**config.mk**
```make
export PLATFORM = sky130hd
export DESIGN_NAME = audio_stream_core
export DESIGN_NICKNAME = d
export VERILOG_FILES = /design/src/rtl/audio_stream_core.sv
export SDC_FILE = /design/constraint.sdc
export NUM_CORES = 1
export LEC_CHECK = 0
export CORE_ASPECT_RATIO = 1.2
export CORE_MARGIN = 3
export CORE_UTILIZATION = 40
export CTS_BUF_LIST = sky130_fd_sc_hd__clkbuf_4 sky130_fd_sc_hd__clkbuf_8
export DETAILED_ROUTE_END_ITERATION = 12
export PLACE_DENSITY = 0.61
export SYNTH_ARGS = -nofsm -noshare
export SYNTH_HDL_FRONTEND = slang
export SYNTH_SLANG_ARGS = --single-unit
```
**constraint.sdc**
```tcl
create_clock -name CLOCK_50 -period 5.2 [get_ports CLOCK_50]
set_clock_uncertainty 0.1 [all_clocks]
set_input_delay 0.52 -clock CLOCK_50 [delete_from_list [all_inputs] [get_ports CLOCK_50]]
set_output_delay 0.52 -clock CLOCK_50 [all_outputs]
set_load 0.01 [all_outputs]
```
**src/rtl/audio_stream_core.sv**
```systemverilog
// audio_stream_core: frame-based codec effects pipeline (mute, clip, echo); echo RAM enabled by AUDIO_STREAM_CORE_ECHO_EN
module audio_stream_core #(
  parameter int W           = 32,
  parameter int NUM_CH      = 2,
  parameter int DELAY_DEPTH = 4096,
  parameter int ECHO_SHIFT  = 1
) (
  input  logic                CLOCK_50,
  input  logic                resetn,
  input  logic                mute_en,
  input  logic                dist_en,
  input  logic                echo_en,
  input  logic [W-2:0]        dist_thresh,
  input  logic                audio_in_available,
  input  logic                audio_out_allowed,
  output logic                read_audio_in,
  output logic                write_audio_out,
  input  logic [NUM_CH*W-1:0] audio_in,
  output logic [NUM_CH*W-1:0] audio_out,
  output logic                busy
);
  localparam int CW = NUM_CH > 1 ? $clog2(NUM_CH) : 1;
  localparam logic [CW-1:0] LAST = CW'(NUM_CH - 1);
  typedef enum logic [1:0] {IDLE, PROC, WRITE} state_t;
  state_t r_state, w_next;
  logic [CW-1:0] r_ch;
  logic [NUM_CH*W-1:0] r_in, r_res, r_out, w_frame;
  logic r_mute, r_dist, r_read, r_write;
  logic [W-2:0] r_thresh;
  logic w_accept, w_last;
  logic signed [W-1:0] w_x, w_m, w_d, w_y, w_pos, w_neg;
  assign w_accept = r_state == IDLE && audio_in_available && audio_out_allowed;
  assign w_last = r_state == PROC && r_ch == LAST;
  assign read_audio_in = r_read;
  assign write_audio_out = r_write;
  assign audio_out = r_out;
  assign busy = r_state != IDLE;
  // state register
  always_ff @(posedge CLOCK_50 or negedge resetn) begin
    if (!resetn) r_state <= IDLE;
    else r_state <= w_next;
  end
  // next-state: accept, one cycle per channel, then wait for the codec to take the frame
  always_comb begin
    w_next = r_state;
    case (r_state)
      IDLE:    if (w_accept) w_next = PROC;
      PROC:    if (r_ch == LAST) w_next = WRITE;
      WRITE:   if (audio_out_allowed) w_next = IDLE;
      default: w_next = IDLE;
    endcase
  end
  // mute then symmetric clip against the frame-latched threshold
  assign w_x = r_in[int'(r_ch)*W +: W];
  assign w_m = r_mute ? '0 : w_x;
  assign w_pos = $signed({1'b0, r_thresh});
  assign w_neg = -w_pos;
  assign w_d = !r_dist ? w_m : (w_m > w_pos) ? w_pos : (w_m < w_neg) ? w_neg : w_m;
`ifdef AUDIO_STREAM_CORE_ECHO_EN
  localparam int PW = DELAY_DEPTH > 1 ? $clog2(DELAY_DEPTH) : 1;
  localparam int AW = $clog2(DELAY_DEPTH * NUM_CH);
  logic [W-1:0] r_mem [DELAY_DEPTH*NUM_CH];
  logic [PW-1:0] r_ptr;
  logic [PW:0] r_fill;
  logic r_echo;
  logic [AW-1:0] w_addr;
  logic signed [W-1:0] w_tap, w_sh;
  logic signed [W:0] w_sum;
  assign w_addr = AW'(int'(r_ptr) * NUM_CH + int'(r_ch));
  assign w_tap = r_fill == (PW+1)'(DELAY_DEPTH) ? $signed(r_mem[w_addr]) : '0;
  assign w_sh = w_tap >>> ECHO_SHIFT;
  assign w_sum = {w_d[W-1], w_d} + {w_sh[W-1], w_sh};
  assign w_y = !r_echo ? w_d :
               (w_sum[W] != w_sum[W-1]) ? (w_sum[W] ? {1'b1, {(W-1){1'b0}}} : {1'b0, {(W-1){1'b1}}}) :
               w_sum[W-1:0];
  // delay line: read-before-write, so the tap is the sample stored DELAY_DEPTH frames ago
  always_ff @(posedge CLOCK_50) begin
    if (r_state == PROC) r_mem[w_addr] <= w_d;
  end
  // frame pointer and fill level advance after the last channel of each frame
  always_ff @(posedge CLOCK_50 or negedge resetn) begin
    if (!resetn) begin
      r_ptr <= '0;
      r_fill <= '0;
      r_echo <= 1'b0;
    end else begin
      if (w_accept) r_echo <= echo_en;
      if (w_last) begin
        r_ptr <= r_ptr == PW'(DELAY_DEPTH - 1) ? '0 : r_ptr + PW'(1);
        r_fill <= r_fill == (PW+1)'(DELAY_DEPTH) ? r_fill : r_fill + (PW+1)'(1);
      end
    end
  end
`else
  localparam int unused_cfg = DELAY_DEPTH + ECHO_SHIFT;
  logic w_unused;
  assign w_unused = echo_en;
  assign w_y = w_d;
`endif
  // merge the final channel into the collected results so the output frame loads in one edge
  always_comb begin
    w_frame = r_res;
    w_frame[int'(r_ch)*W +: W] = w_y;
  end
  // frame capture, channel sequencing, result collection and codec strobes
  always_ff @(posedge CLOCK_50 or negedge resetn) begin
    if (!resetn) begin
      r_ch <= '0;
      r_in <= '0;
      r_res <= '0;
      r_out <= '0;
      r_mute <= 1'b0;
      r_dist <= 1'b0;
      r_thresh <= '0;
      r_read <= 1'b0;
      r_write <= 1'b0;
    end else begin
      r_read <= w_accept;
      r_write <= r_state == WRITE && audio_out_allowed;
      if (w_accept) begin
        r_ch <= '0;
        r_in <= audio_in;
        r_mute <= mute_en;
        r_dist <= dist_en;
        r_thresh <= dist_thresh;
      end
      if (r_state == PROC) begin
        r_ch <= w_last ? '0 : r_ch + CW'(1);
        r_res <= w_frame;
      end
      if (w_last) r_out <= w_frame;
    end
  end
endmodule

```
==> flow_summary_export.csv <==
group,metric,value,unit
synthesis,syn_nets,1375,
routing,dr_total_vias,9684,
clocking,clkSlewWorstSetupHoldPaths,0.12,ns
cells_and_area,final_common_cell,"dfrtp_1",
routing,viasPerCell,5.46,
floorplanning,die_x,160,µm
clocking,clockBufferDepth,2,
routing,routed_wl,34400,µm
sta,hold_viol_final,13,
cells_and_area,fin_nets,1553,
synthesis,synth_top_family_by_area,"simple AND/OR/NAND/NOR gates",
global_routing,track_usage,22.4,%
setup_path,crit_slowest_cell,"or4b_4",
floorplanning,ios,169,
setup_path,critPathArrivalTime,5.26,ns
synthesis,synth-main-ff-cell,"dfrtp_1",
cells_and_area,area_growth,25.4,%
setup_path,crit_type,"reg2reg",
outcome,status,"complete, but fails checks",
setup_path,cp_max_fo,8,
sta,tns,0,ns
synthesis,avgSynthCellArea,9.36,µm²
setup_path,cp_cell_sequence,"inv_1, ha_1, or4b_4, nand3b_4, buf_4, nor4b_1, xnor2_1, inv_1, ha_1, nand2_1, nor4_2, buf_4, and4_1, o41a_1, nor3b_2, buf_4, buf_4, a21o_1, a22o_1, a221oi_1",
clocking,htree_levels,4,
sta,rsz0062_at_grt,"false",
cells_and_area,drive_above_1_share,15.5,%
worst_hold_path,hold_path_class,"in2async",
clocking,cts-buffers-inserted,17,
place,dp_hpwl,25400,µm
setup_path,cp-start-kind,"flip-flop",
synthesis,seq_area_frac_synth,43.7,%
synthesis,synth_cells,1210,
sta,max_freq,0.201,GHz
flow_run,maxCapViolations,0,
routing,wl_met1,15600,µm
synthesis,ys_ff_latch,198,
synthesis,synth_xor_area_share,2.16,%
floorplanning,die-area,30400,µm²
cells_and_area,nFillCells,2605,
sta,min_period,4.97,ns
synthesis,synth-async-reset-ratio,100,%
global_routing,grt_max_degree,133,
power_and_ir_drop,p_leak,6.11,nW
cells_and_area,diodes,0,
routing,wl_met2,15700,µm
place,port_buffers,167,
clocking,root_buffer,"clkbuf_8",
routing,wl_per_cell,19.4,µm
synthesis,synthAdderAreaFrac,6.96,%
cells_and_area,mostFrequentLayoutCells,"dfrtp_1, nand2_1, clkdlybuf4s50_1",
setup_path,cp-startpoint,"r_thresh[0]$_DFFE_PN0P_",
power_and_ir_drop,ir_drop,0.405,mV
floorplanning,rows,66,
synthesis,synth_cell_types,78,
outcome,violations,"negative hold slack",
synthesis,synth.area.mux_share,9.39,%
global_routing,grt_antenna_before_repair,0,
routing,wl_met3,2020,µm
clocking,clock_latency,0.50,ns
setup_path,rr_worst_depth,20,
sta,fin_crit_sh,95.5,%
clocking,post_cts_buffers,0,
routing,antenna_left,0,
routing,drtIter0Drc,659,
sta,setup_viol,0,
routing,drc,0,
global_routing,grt_pass1_wl,53500,µm
routing,highest_layer,"met4",
setup_path,cp-end-kind,"flip-flop",
setup_path,r2r_slack,0.23,ns
routing,first_pass_iters,5,
clocking,cts_tree,"yes",
floorplanning,fp.dieH,190,µm
clocking,clkSinkCount,198,
place,place_congestion,0.884,
synthesis,synth_edf_count,0,
setup_path,r2r_start,"r_thresh[0]$_DFFE_PN0P_",
floorplanning,coreArea,27500,µm²
synthesis,syn_area,11300,µm²
clocking,postCtsHoldBufs,0,
setup_path,required,5.49,ns
sta,slew_headroom,39.4,%
synthesis,ys_warn_count,0,
global_routing,grt-ovfl-total,0,
synthesis,synth_compound_area_share,14.8,%
sta,slew_violations,0,
global_routing,grt_pass1_vias,9550,
floorplanning,start_util,41.2,%
setup_path,max_stage_delay,0.48,ns
synthesis,synthSimpleGateAreaFrac,18.1,%
power_and_ir_drop,p_per_area,690,nW/µm²
sta,tightest_slew,0.907,ns
setup_path,reg2reg_to,"audio_out[55]$_DFFE_PN0P_",
cells_and_area,post-route-util,51.7,%
sta,hold_ws,-0.0454,ns
setup_path,crit_top_cell,"buf_4",
## stage by stage
stage          setup WS (ns)  total power [mW]  std cells  cell area, µm²  hold slack (ns)
5_1_grt               0.0364              10.6       1775           14200           0.0413
6_report               0.233              9.81       1775           14200          -0.0454
2_1_floorplan          0.574              6.34       1210           11300            0.124
4_1_cts               0.0572              9.79       1775           14200           0.0123
3_5_place_dp          0.0849              8.77       1743           13800            0.356
3_3_place_gp          0.0969              8.64       1743           13800            0.353
## area by class of cell
type	count	area (µm²)	share of cell area (%)
Clock inverter	15	160	1.13
Multi-Input combinational cell	877	5880	41.4
Timing Repair Buffer	243	2320	16.3
Sequential cell	198	4960	34.9
Inverter	51	191	1.35
Tap cell	374	468	3.29
Clock buffer	17	234	1.65
## what timing repair did
| action | 4_1_cts | 5_1_grt |
|---|---|---|
| hold endpoints to repair | 0 | 0 |
| setup endpoints to repair | 0 | 50 |
| resized for setup | 0 | 3 |
## worst max-delay path, delay by kind of cell (launching register included)
kind	cells	cell delay (ns)
AND/OR/NAND/NOR	7	1.68
AO/OA/AOI/OAI	4	0.98
buffers and inverters	6	0.92
adder cells (fa/ha/maj)	2	0.48
flip-flops	1	0.43
XOR/XNOR	1	0.25
## cell usage after synthesis (6+ instances only)
master,n,share of area (%)
mux2i_1,32,2.8
a21o_1,7,0.46
clkbuf_1,55,1.8
nand4_1,14,0.77
nand2_1,180,6.0
a22oi_1,8,0.53
nand2b_1,8,0.44
a21oi_1,39,1.7
buf_2,11,0.49
mux2_2,66,6.6
o32ai_1,16,1.2
nand3_1,28,1.2
nor3_1,58,2.6
o21ai_0,70,3.1
inv_1,51,1.7
a211oi_1,9,0.60
xnor2_1,27,2.1
dfrtp_1,198,44
o211ai_1,6,0.40
o22ai_1,28,1.5
or2_2,7,0.39
nor2_1,107,3.5
o31a_1,9,0.70
ha_1,63,7.0
buf_1,13,0.43
## cells by family (layout without fill, tap and decap cells)
kind of cell               count (synthesis)  in the layout
adders and majority gates                 63             63
buffers and inverters                    135            326
xor gates and xnor gates                  28             28
DFF                                      198            198
and+or+nand+nor                          441            441
muxes                                     98             98
AOI/OAI and AO/OA                        247            247
## sequential cells by signal, indices dropped and copies added, names as in the netlist
| signal | flops |
|---|---|
| audio_out | 64 |
| r_ch | 1 |
| r_dist | 1 |
| r_in | 64 |
| r_mute | 1 |
| r_res | 32 |
| r_state | 2 |
| r_thresh | 31 |
| read_audio_in | 1 |
| write_audio_out | 1 |
## per-layer routing
layer | GRT usage, % | vias up
li1 | - | 4653
met1 | 30.8 | 4662
met2 | 35.4 | 312
met3 | 3.58 | 57
met4 | 8.93 | 0
met5 | 0 | -
## power breakdown
part	total (mW)	internal (mW)	switching, mW
Sequential	2.90	2.30	0.608
Combinational	5.90	2.58	3.32
Clock	1.00	0.360	0.644
## worst max path at each step
| stage | to | slack [ns] | cells after the start |
|---|---|---|---|
| finish | audio_out[55]$_DFFE_PN0P_ | 0.23 | 20 |
| global placement | r_res[11]$_DFFE_PN0N_ | 0.1 | 18 |
| CTS | r_res[11]$_DFFE_PN0N_ | 0.06 | 18 |
| global route | audio_out[55]$_DFFE_PN0P_ | 0.04 | 19 |
| floorplan | audio_out[59]$_DFFE_PN0P_ | 0.57 | 18 |
| detailed placement | r_res[11]$_DFFE_PN0N_ | 0.08 | 18 |
Power figures use the tool's default switching activity.
